[config.mk]
export PLATFORM = sky130hd
export DESIGN_NAME = pe_array_rr
export DESIGN_NICKNAME = d
export VERILOG_FILES = /design/src/rtl/pe_array_pkg.sv /design/src/rtl/pe_array_rr_lane.sv /design/src/rtl/pe_array_rr.sv
export SDC_FILE = /design/constraint.sdc
export NUM_CORES = 2
export LEC_CHECK = 0
export CORE_MARGIN = 3
export CORE_UTILIZATION = 30
export CTS_CLUSTER_SIZE = 14
export DETAILED_ROUTE_END_ITERATION = 8
export GPL_TIMING_DRIVEN = 0
export SETUP_SLACK_MARGIN = 0.5
export SLEW_MARGIN = 40
export SYNTH_ARGS = -nofsm -noshare
export SYNTH_HDL_FRONTEND = slang
export SYNTH_HIERARCHICAL = 1
export SYNTH_SLANG_ARGS = --single-unit
[constraint.sdc]
create_clock -name clk -period 6 [get_ports clk]
set_input_delay 1.2 -clock clk [delete_from_list [all_inputs] [get_ports clk]]
set_output_delay 1.2 -clock clk [all_outputs]
set_load 0.05 [all_outputs]
[src/rtl/pe_array_pkg.sv]
// pe_array_pkg: shared constants and helpers for the MAC processing-element array.
//   - Default parameter values for pe_array_rr / pe_mac_lane.
//   - Saturation bound helpers for an accumulator of width w (w <= 64),
//     returned in the low w bits of a 64-bit word; callers truncate.
package pe_array_pkg;

    localparam int unsigned DEF_NUM_PE   = 8;
    localparam int unsigned DEF_DATA_W   = 8;
    localparam int unsigned DEF_ACC_W    = 32;
    localparam int unsigned DEF_SIGNED   = 1;
    localparam int unsigned DEF_SATURATE = 1;

    function automatic logic [63:0] sat_max_signed(input int unsigned w);
        return {64{1'b1}} >> (65 - w);
    endfunction

    function automatic logic [63:0] sat_min_signed(input int unsigned w);
        return 64'(1) << (w - 1);
    endfunction

    function automatic logic [63:0] sat_max_unsigned(input int unsigned w);
        return {64{1'b1}} >> (64 - w);
    endfunction

    function automatic logic [63:0] sat_min_unsigned(input int unsigned w);
        return (w == 0) ? '0 : '0;
    endfunction

endpackage

[src/rtl/pe_array_rr_lane.sv]
// pe_mac_lane: one MAC lane of pe_array_rr.
//   clk, rst  : clock, asynchronous active-low reset
//   beat      : accepted operand beat for this lane
//   last      : beat closes the dot product
//   a, b      : operands
//   clr       : result taken by the output arbiter (frees slot, clears ovf)
//   res       : parked result
//   full      : result slot occupied
//   ovf       : sticky overflow flag for the current dot product
module pe_mac_lane
    import pe_array_pkg::*;
#(
    parameter int unsigned DATA_W   = DEF_DATA_W,
    parameter int unsigned ACC_W    = DEF_ACC_W,
    parameter int unsigned SIGNED   = DEF_SIGNED,
    parameter int unsigned SATURATE = DEF_SATURATE
) (
    input  logic              clk,
    input  logic              rst,
    input  logic              beat,
    input  logic              last,
    input  logic [DATA_W-1:0] a,
    input  logic [DATA_W-1:0] b,
    input  logic              clr,
    output logic [ACC_W-1:0]  res,
    output logic              full,
    output logic              ovf
);

    localparam logic [ACC_W-1:0] MAX_V = (SIGNED != 0) ? ACC_W'(sat_max_signed(ACC_W))
                                                       : ACC_W'(sat_max_unsigned(ACC_W));
    localparam logic [ACC_W-1:0] MIN_V = (SIGNED != 0) ? ACC_W'(sat_min_signed(ACC_W))
                                                       : ACC_W'(sat_min_unsigned(ACC_W));

    logic [ACC_W-1:0]    acc;
    logic [2*DATA_W-1:0] ax, bx, prod;
    logic [ACC_W:0]      prod_ext, acc_ext, sum_w;
    logic [ACC_W-1:0]    sum;
    logic                sgn_a, sgn_b, sgn_p, sgn_acc, ovf_now;

    // Operands widened to the product width first, so the low 2*DATA_W bits
    // of an ordinary multiply are correct for both signed and unsigned modes.
    assign sgn_a   = (SIGNED != 0) && a[DATA_W-1];
    assign sgn_b   = (SIGNED != 0) && b[DATA_W-1];
    assign ax      = {{DATA_W{sgn_a}}, a};
    assign bx      = {{DATA_W{sgn_b}}, b};
    assign prod    = ax * bx;

    assign sgn_p    = (SIGNED != 0) && prod[2*DATA_W-1];
    assign sgn_acc  = (SIGNED != 0) && acc[ACC_W-1];
    assign prod_ext = {{(ACC_W + 1 - 2*DATA_W){sgn_p}}, prod};
    assign acc_ext  = {sgn_acc, acc};
    assign sum_w    = acc_ext + prod_ext;

    // Signed: the two top bits disagree when the true result left ACC_W range.
    assign ovf_now = (SIGNED != 0) ? (sum_w[ACC_W] ^ sum_w[ACC_W-1]) : sum_w[ACC_W];

    always_comb begin
        sum = sum_w[ACC_W-1:0];
        if (ovf_now && (SATURATE != 0)) begin
            sum = ((SIGNED != 0) && sum_w[ACC_W]) ? MIN_V : MAX_V;
        end
    end

    always_ff @(posedge clk or negedge rst) begin
        if (!rst) begin
            acc  <= '0;
            res  <= '0;
            full <= 1'b0;
            ovf  <= 1'b0;
        end else begin
            if (beat) begin
                if (last) begin
                    res  <= sum;
                    full <= 1'b1;
                    acc  <= '0;
                end else begin
                    acc <= sum;
                end
                if (ovf_now) begin
                    ovf <= 1'b1;
                end
            end
            if (clr) begin
                full <= 1'b0;
                ovf  <= 1'b0;
            end
        end
    end

endmodule

[src/rtl/pe_array_rr.sv]
// pe_array_rr: NUM_PE-lane MAC array with round-robin drained result bus.
//   clk, rst              : clock, asynchronous active-low reset
//   in_valid/in_ready     : operand beat handshake; in_sel picks the lane,
//                           in_a/in_b are operands, in_last closes the product
//   out_valid/out_ready   : result handshake; out_data is the dot product,
//                           out_idx the lane that produced it
//   ovf                   : per-lane sticky overflow flag
module pe_array_rr
    import pe_array_pkg::*;
#(
    parameter int unsigned NUM_PE   = DEF_NUM_PE,
    parameter int unsigned DATA_W   = DEF_DATA_W,
    parameter int unsigned ACC_W    = DEF_ACC_W,
    parameter int unsigned SIGNED   = DEF_SIGNED,
    parameter int unsigned SATURATE = DEF_SATURATE,
    parameter int unsigned SEL_W    = $clog2(NUM_PE)
) (
    input  logic              clk,
    input  logic              rst,
    input  logic              in_valid,
    output logic              in_ready,
    input  logic [SEL_W-1:0]  in_sel,
    input  logic [DATA_W-1:0] in_a,
    input  logic [DATA_W-1:0] in_b,
    input  logic              in_last,
    output logic              out_valid,
    input  logic              out_ready,
    output logic [ACC_W-1:0]  out_data,
    output logic [SEL_W-1:0]  out_idx,
    output logic [NUM_PE-1:0] ovf
);

    localparam int unsigned SLOTS = 1 << SEL_W;

    logic [NUM_PE-1:0] full, beat, clr;
    logic [ACC_W-1:0]  res [NUM_PE];
    logic [SLOTS-1:0]  full_ext;
    logic              accept, load, grant_any, grant_vld;
    logic [SEL_W-1:0]  grant, rr_ptr, rr_next;
    int unsigned       scan_idx;

    // Unused index codes read as empty, so an out-of-range beat is taken and
    // dropped (no lane matches it below).
    always_comb begin
        full_ext = '0;
        full_ext[NUM_PE-1:0] = full;
    end

    assign in_ready = ~full_ext[in_sel];
    assign accept   = in_valid & in_ready;

    genvar i;
    generate
        for (i = 0; i < NUM_PE; i++) begin : g_lane
            assign beat[i] = accept && (in_sel == SEL_W'(i));
            assign clr[i]  = grant_vld && (grant == SEL_W'(i));

            pe_mac_lane #(
                .DATA_W  (DATA_W),
                .ACC_W   (ACC_W),
                .SIGNED  (SIGNED),
                .SATURATE(SATURATE)
            ) u_lane (
                .clk (clk),
                .rst (rst),
                .beat(beat[i]),
                .last(in_last),
                .a   (in_a),
                .b   (in_b),
                .clr (clr[i]),
                .res (res[i]),
                .full(full[i]),
                .ovf (ovf[i])
            );
        end
    endgenerate

    // First full lane scanning upward from rr_ptr, wrapping at NUM_PE.
    always_comb begin
        grant     = '0;
        grant_any = 1'b0;
        scan_idx  = 0;
        for (int unsigned k = 0; k < NUM_PE; k++) begin
            scan_idx = (32'(rr_ptr) + k) % NUM_PE;
            if (!grant_any && full[SEL_W'(scan_idx)]) begin
                grant_any = 1'b1;
                grant     = SEL_W'(scan_idx);
            end
        end
    end

    assign load      = ~out_valid | out_ready;
    assign grant_vld = load & grant_any;
    assign rr_next   = (grant == SEL_W'(NUM_PE - 1)) ? '0 : grant + SEL_W'(1);

    always_ff @(posedge clk or negedge rst) begin
        if (!rst) begin
            out_valid <= 1'b0;
            out_data  <= '0;
            out_idx   <= '0;
            rr_ptr    <= '0;
        end else if (load) begin
            if (grant_any) begin
                out_valid <= 1'b1;
                out_data  <= res[grant];
                out_idx   <= grant;
                rr_ptr    <= rr_next;
            end else begin
                out_valid <= 1'b0;
            end
        end
    end

endmodule
### Yosys cells after proc, flatten, opt, wreduce, memory -nomap -nowiden

Cells that the tools add are included.

| operators by class | value |
|---|---|
| add/sub/neg operators | 16 |
| multipliers | 1 |
| $lt $le $gt $ge | 10 |
| eq/ne operators | 14 |
| muxes and demuxes | 104 |
| bitwise logic cells | 14 |
| reduce and logical (&&, ||, !) cells | 81 |

Operators by type and width:

| cell | number |
|---|---|
| $mux 32 | 26 |
| $add 32x16->33 | 8 |
| $bmux 32 s3 | 1 |
| $mux 1 | 59 |
| $reduce_and 2->1 | 25 |
| $reduce_bool 2->1 | 24 |
| $lt 3x4->1 const B | 9 |
| $bmux 1 s3 | 9 |
| $mux 3 | 9 |
| $eq 3x3->1 const B | 8 |
| $logic_and 1x1->1 | 23 |
| $mul 8x8->16 | 1 |
| $add 3x3->3 const B | 4 |
| $eq 3x2->1 const B | 4 |
| $xor 1x1->1 | 8 |
| $logic_not 1->1 | 7 |
| $add 3x1->3 const B | 2 |
| $add 3x2->3 const B | 2 |
| $eq 3x1->1 const B | 2 |
| $logic_not 3->1 | 2 |
| $ge 4x4->1 const B | 1 |
| $not 3->4 | 1 |
| $and 1x1->1 | 2 |
| $not 1->1 | 2 |
| $or 1x1->1 | 1 |

| word-level totals | value |
|---|---|
| bits in registers | 567 |
| bits of input ports | 24 |
| output and inout port bits | 45 |
| word-level logic and storage cells | 276 |

### Logic depth before layout (Yosys ltp)

| logic depth | value |
|---|---|
| depth in word-level cells | 28 |
| gate-level depth with buffers | 22 |
| depth with buffers taken out | 19 |

### By module

The synthesis kept the hierarchy.

By module, submodules not included:

| module | times used | cells an instance | area an instance (µm²) | sequential area each (µm²) |
|---|---|---|---|---|
| pe_mac_lane at g_lane[2].u_lane ... | 4 | 872 | 8568.2 | 1651.6 |
| pe_mac_lane at g_lane[7].u_lane | 1 | 827 | 8414.3 | 1651.6 |
| pe_mac_lane at g_lane[6].u_lane | 1 | 821 | 8262.9 | 1651.6 |
| pe_mac_lane at g_lane[0].u_lane | 1 | 807 | 8257.9 | 1651.6 |
| pe_mac_lane at g_lane[1].u_lane | 1 | 799 | 8219.1 | 1651.6 |
| pe_array_rr | 1 | 498 | 4829.6 | 975.9 |

### Worst setup path after synthesis

No wires, ideal clock.

| timing path | value |
|---|---|
| path type | input to register |
| from | input port in_b[1] |
| to | register g_lane[0].u_lane.ovf |
| setup time | 0.099 ns |
| arrival time | 7.206 ns |
| data required time | 5.901 ns |
| slack | -1.305 ns |
| stages on the path | 20 |
| path buffers | 3 |
| cells stage by stage | clkbuf_1 -> and2_1 -> fa_1 -> inv_1 -> fa_1 -> inv_1 -> fa_1 -> fa_1 -> ha_1 -> ha_1 -> buf_2 -> a21oi_1 -> nand2b_1 -> a21bo_2 -> a221o_1 -> o22a_1 -> xor2_2 -> buf_2 -> nand2_1 -> a311oi_1 |

| between the ends | value |
|---|---|
| cells in the longest elaborated chain, start to end | 5 |

Ends and longest elaborated chain:

| what | RTL line | RTL |
|---|---|---|
| from (decl) | pe_array_rr.sv:24 | `input logic [DATA_W-1:0] in_b,` |
| $mul 8x8->16 | pe_array_rr_lane.sv:47 | `assign prod = ax * bx;` |
| $add 32x16->33 | pe_array_rr_lane.sv:53 | `assign sum_w = acc_ext + prod_ext;` |
| $xor 1x1->1 | pe_array_rr_lane.sv:56 | `assign ovf_now = (SIGNED != 0) ? (sum_w[ACC_W] ^ sum_w[ACC_W-1]) : sum_w[ACC_W];` |
| $reduce_bool 2->1 (no line) | n/a |  |
| $reduce_and 2->1 (no line) | n/a |  |
| to (signal assigned) | pe_array_rr_lane.sv:70 | `ovf <= 1'b0;` |
| to (signal assigned) | pe_array_rr_lane.sv:81 | `ovf <= 1'b1;` |
| to (signal assigned) | pe_array_rr_lane.sv:86 | `ovf <= 1'b0;` |
| to (decl) | pe_array_rr_lane.sv:27 | `output logic ovf` |

No other way between the ends.
A chain may end at the register's enable or synchronous reset.

### Worst setup path after layout

| timing path | value |
|---|---|
| from | input port in_a[7] |
| to | register g_lane[3].u_lane.acc[12] |

| between the ends | value |
|---|---|
| cells in the longest elaborated chain, start to end | 5 |
| elaborated cells on any way between the ends | 6 |

Ends and longest elaborated chain:

| what | RTL line | RTL |
|---|---|---|
| from (decl) | pe_array_rr.sv:23 | `input logic [DATA_W-1:0] in_a,` |
| $mul 8x8->16 * | pe_array_rr_lane.sv:47 |  |
| $add 32x16->33 * | pe_array_rr_lane.sv:53 |  |
| $mux 32 / $xor 1x1->1 (equally long branches) | pe_array_rr_lane.sv:61, pe_array_rr_lane.sv:56 |  |
| $mux 32 * | pe_array_rr_lane.sv:60 | `if (ovf_now && (SATURATE != 0)) begin` |
| $mux 32 * | pe_array_rr_lane.sv:73 | `if (last) begin` |
| to (signal assigned) | pe_array_rr_lane.sv:78 | `acc <= sum;` |
| to (decl) | pe_array_rr_lane.sv:35 | `logic [ACC_W-1:0] acc;` |

Every way passes the cells marked *; elsewhere a longest branch is shown, timed or not.

==> impl_metrics.ini <==
[clocking]
hold_buffers = 0
clock_sinks = 567
numCtsBuffers = 66
cts_root_buffer = clkbuf_16
cts-htree-levels = 3
clk_latency_ns = 0.66
cts_buffer_depth = 3
cts.clk_slew.worst_paths_ns = 0.06
cts_tree = yes

[sta]
setup_viol = 517
worst_pin_slew_ns = 0.882
drv_slew = 0
fmax_mhz = 151
setup_ws_ns = -0.611
slew_headroom_pct = 39.5
hold_violations = 0
fin_crit_ns = 6.61
clock_skew_ns = 0.0317
period_share_pct = 110
setup-tns-final_ns = -197.01
rsz0062_at_grt = true

[floorplanning]
coreArea_um2 = 239000
die_w_um = 497
start_util_pct = 30.3
ios = 69
die-area_um2 = 247000
die_y_um = 497
rows = 179

[logic_synthesis]
avgSynthCellArea_um2 = 9.98
synth_seq_cells = 567
ys_seq_area_share_pct = 19.6
async_reset_ff_share_pct = 100
synth_flop_cell = dfrtp_1
ys_types = 116
syn_area_um2 = 72300
synth_nets = 8966
synth_cells = 7240
synth-edff-count = 0
yosys_warnings = 6

[placement]
place_hpwl_um = 184000
io_buffers = 66
dpl-instance-area_um2 = 80100
gp_congestion = 0.921

[global_route]
grt_remaining_overflow = 0
grt_pass1_wl_um = 379000
grt_pass1_vias = 59699
antenna_found_initial = 17
grt_max_degree = 75
gr-usage-all-layers_pct = 20.1

[worst_setup_path]
cp_top_family = adder cells
path_cells = buf_16 -> buf_16 -> buf_8 -> and2_4 -> o21bai_1 -> ha_1 -> inv_2 -> fa_2 -> clkinvlp_4 -> buf_12 -> fa_1 -> fa_1 -> ha_4 -> ha_4 -> buf_6 -> nand4_1 -> or2_4 -> or4b_4 -> and4_4 -> buf_6 -> o311ai_4 -> buf_4 -> buf_6 -> o22ai_1
crit_fanout = 7
cp.required_ns = 6.50
cp_data_arrival_time_ns = 7.11
start_kind = primary input
slowest_delay_ns = 0.61
path_buf_inv = 10
cp_common_cell = buf_6
critical_path_class = primary input to register
endpoint_kind = register
critPathSlowestCell = fa_2

[cells_and_area]
final_core_util_pct = 37.8
final_cell_area_um2 = 90200
nets = 9517
syn_to_final_growth_pct = 24.8
fill_cells = 23306
layout-drive-gt1-share_pct = 19.7

[routing]
vias_per_cell = 5.27
dr.pass1.iters = 6
wl_um = 254000
drc = 0
ant_nets = 0
num_vias = 58103
drt_iter0_drc = 4753
wl_per_cell_um = 23.1

[hold_path]
worstHoldPathType = primary input to async pin

[job]
max-cap-violations = 0

[run_status]
violations = setup timing
status = finished, violations left
[per-stage QoR]
| stage | setup WS [ns] | cells | hold slack (ns) |
|---|---|---|---|
| detailed placement | -2.28 | 10499 | 0.477 |
| global route | -0.769 | 11009 | 0.501 |
| CTS | -0.585 | 10833 | 0.474 |
| floorplan | -0.529 | 7240 | 0.445 |
| global placement | -22.60 | 10473 | 0.467 |
| finish | -0.611 | 11015 | 0.472 |
[kinds of logic (layout without fill, tap and decap cells)]
| logic type | after synthesis | after routing | synth area share (%) |
|---|---|---|---|
| AO/OA/AOI/OAI | 1654 | 1657 | 15.4 |
| XOR/XNOR | 216 | 216 | 2.71 |
| AND/OR/NAND/NOR | 1585 | 1601 | 10.7 |
| flip-flops | 567 | 567 | 19.6 |
| buffers and inverters | 1313 | 1892 | 7.33 |
| multiplexers | 190 | 190 | 3.00 |
| other | 0 | 10 | 0 |
| adder cells (fa/ha/maj) | 1715 | 1715 | 41.3 |
[worst paths after layout]
path	cells after the start	slack, ns	to	start
max	24	-0.61	g_lane[3].u_lane/acc[12]	in_a[7]
min	1	0.47	g_lane[5].u_lane/acc[22]	rst
max in group asynchronous	7	2.94	g_lane[6].u_lane/acc[11]	rst
max reg2reg	20	0.24	g_lane[3].u_lane/acc[12]	g_lane[3].u_lane/acc[6]
min reg2reg	2	0.48	g_lane[7].u_lane/res[14]	g_lane[7].u_lane/res[14]
min in group clk	2	0.48	g_lane[7].u_lane/res[14]	g_lane[7].u_lane/res[14]
[repair_timing]
action | CTS | global route
gates resized for setup | 395 | 372
pin swaps | 102 | 119
buffers inserted | 179 | 145
endpoints found under the setup margin | 520 | 548
cloned | 40 | 27
[cells in the mapped netlist, types with 37 or more instances]
master | instances | area [µm²]
fa_1 | 1120 | 22400
inv_1 | 1008 | 3780
nand2_1 | 656 | 2460
ha_1 | 582 | 7280
dfrtp_1 | 567 | 14200
o21ai_0 | 317 | 1590
a21oi_1 | 312 | 1560
and2_1 | 280 | 1750
nor2_1 | 251 | 942
a31oi_1 | 173 | 1080
o22ai_1 | 173 | 1080
clkbuf_1 | 152 | 571
mux2i_1 | 135 | 1350
xnor2_1 | 112 | 981
o21ai_1 | 110 | 551
xor2_1 | 98 | 858
buf_2 | 84 | 420
a21o_1 | 80 | 601
o211ai_1 | 75 | 563
nor3_1 | 67 | 335
nand3_1 | 58 | 290
nand4_1 | 42 | 263
o2bb2ai_1 | 41 | 359
mux2_2 | 37 | 417
[state kept, by name (all words and copies together), names as in the netlist]
name / flops
out_data: 32
g_lane.u_lane/full: 8
g_lane.u_lane/acc: 256
out_idx: 3
rr_ptr: 3
out_valid: 1
g_lane.u_lane/ovf: 8
g_lane.u_lane/res: 256
[routing by layer]
layer / part of all wire (%) / track usage, % / vias up
met3: 5.9 / 2.36 / 429
met2: 47 / 32.6 / 1867
li1: - / - / 25644
met1: 42 / 26.7 / 30163
met4: 5.8 / 9.74 / 0
met5: 0 / 0 / -
[cell type report]
class | count | area (µm²) | share of cell area [%]
inverter | 1019 | 3940 | 4.37
tap | 3167 | 3960 | 4.40
multi-input combinational | 5379 | 57700 | 64.0
clock buffer | 88 | 1880 | 2.08
timing repair buffer | 464 | 5830 | 6.47
antenna | 10 | 25.0 | 0.0278
sequential | 567 | 14200 | 15.7
clock inverter | 27 | 332 | 0.368
buffer | 294 | 2330 | 2.59
[cell usage in the layout (no fill, tap or decap), types with 82 or more instances in the layout]
cell type,synthesis,layout
buf_4,28,287
o22ai_1,173,149
ha_1,582,486
mux2i_1,135,135
xor2_1,98,95
dfrtp_1,567,567
o21ai_0,317,204
clkbuf_1,152,104
a31oi_1,173,82
inv_1,1008,968
o21ai_1,110,190
clkbuf_16,0,84
a21oi_1,312,230
fa_1,1120,1099
and2_1,280,255
xnor2_1,112,107
nand2_1,656,640
nor2_1,251,217
Power is left out: the tool's default activity adds up to more than one toggle a clock period on the data nets, which glitch-free logic cannot reach.
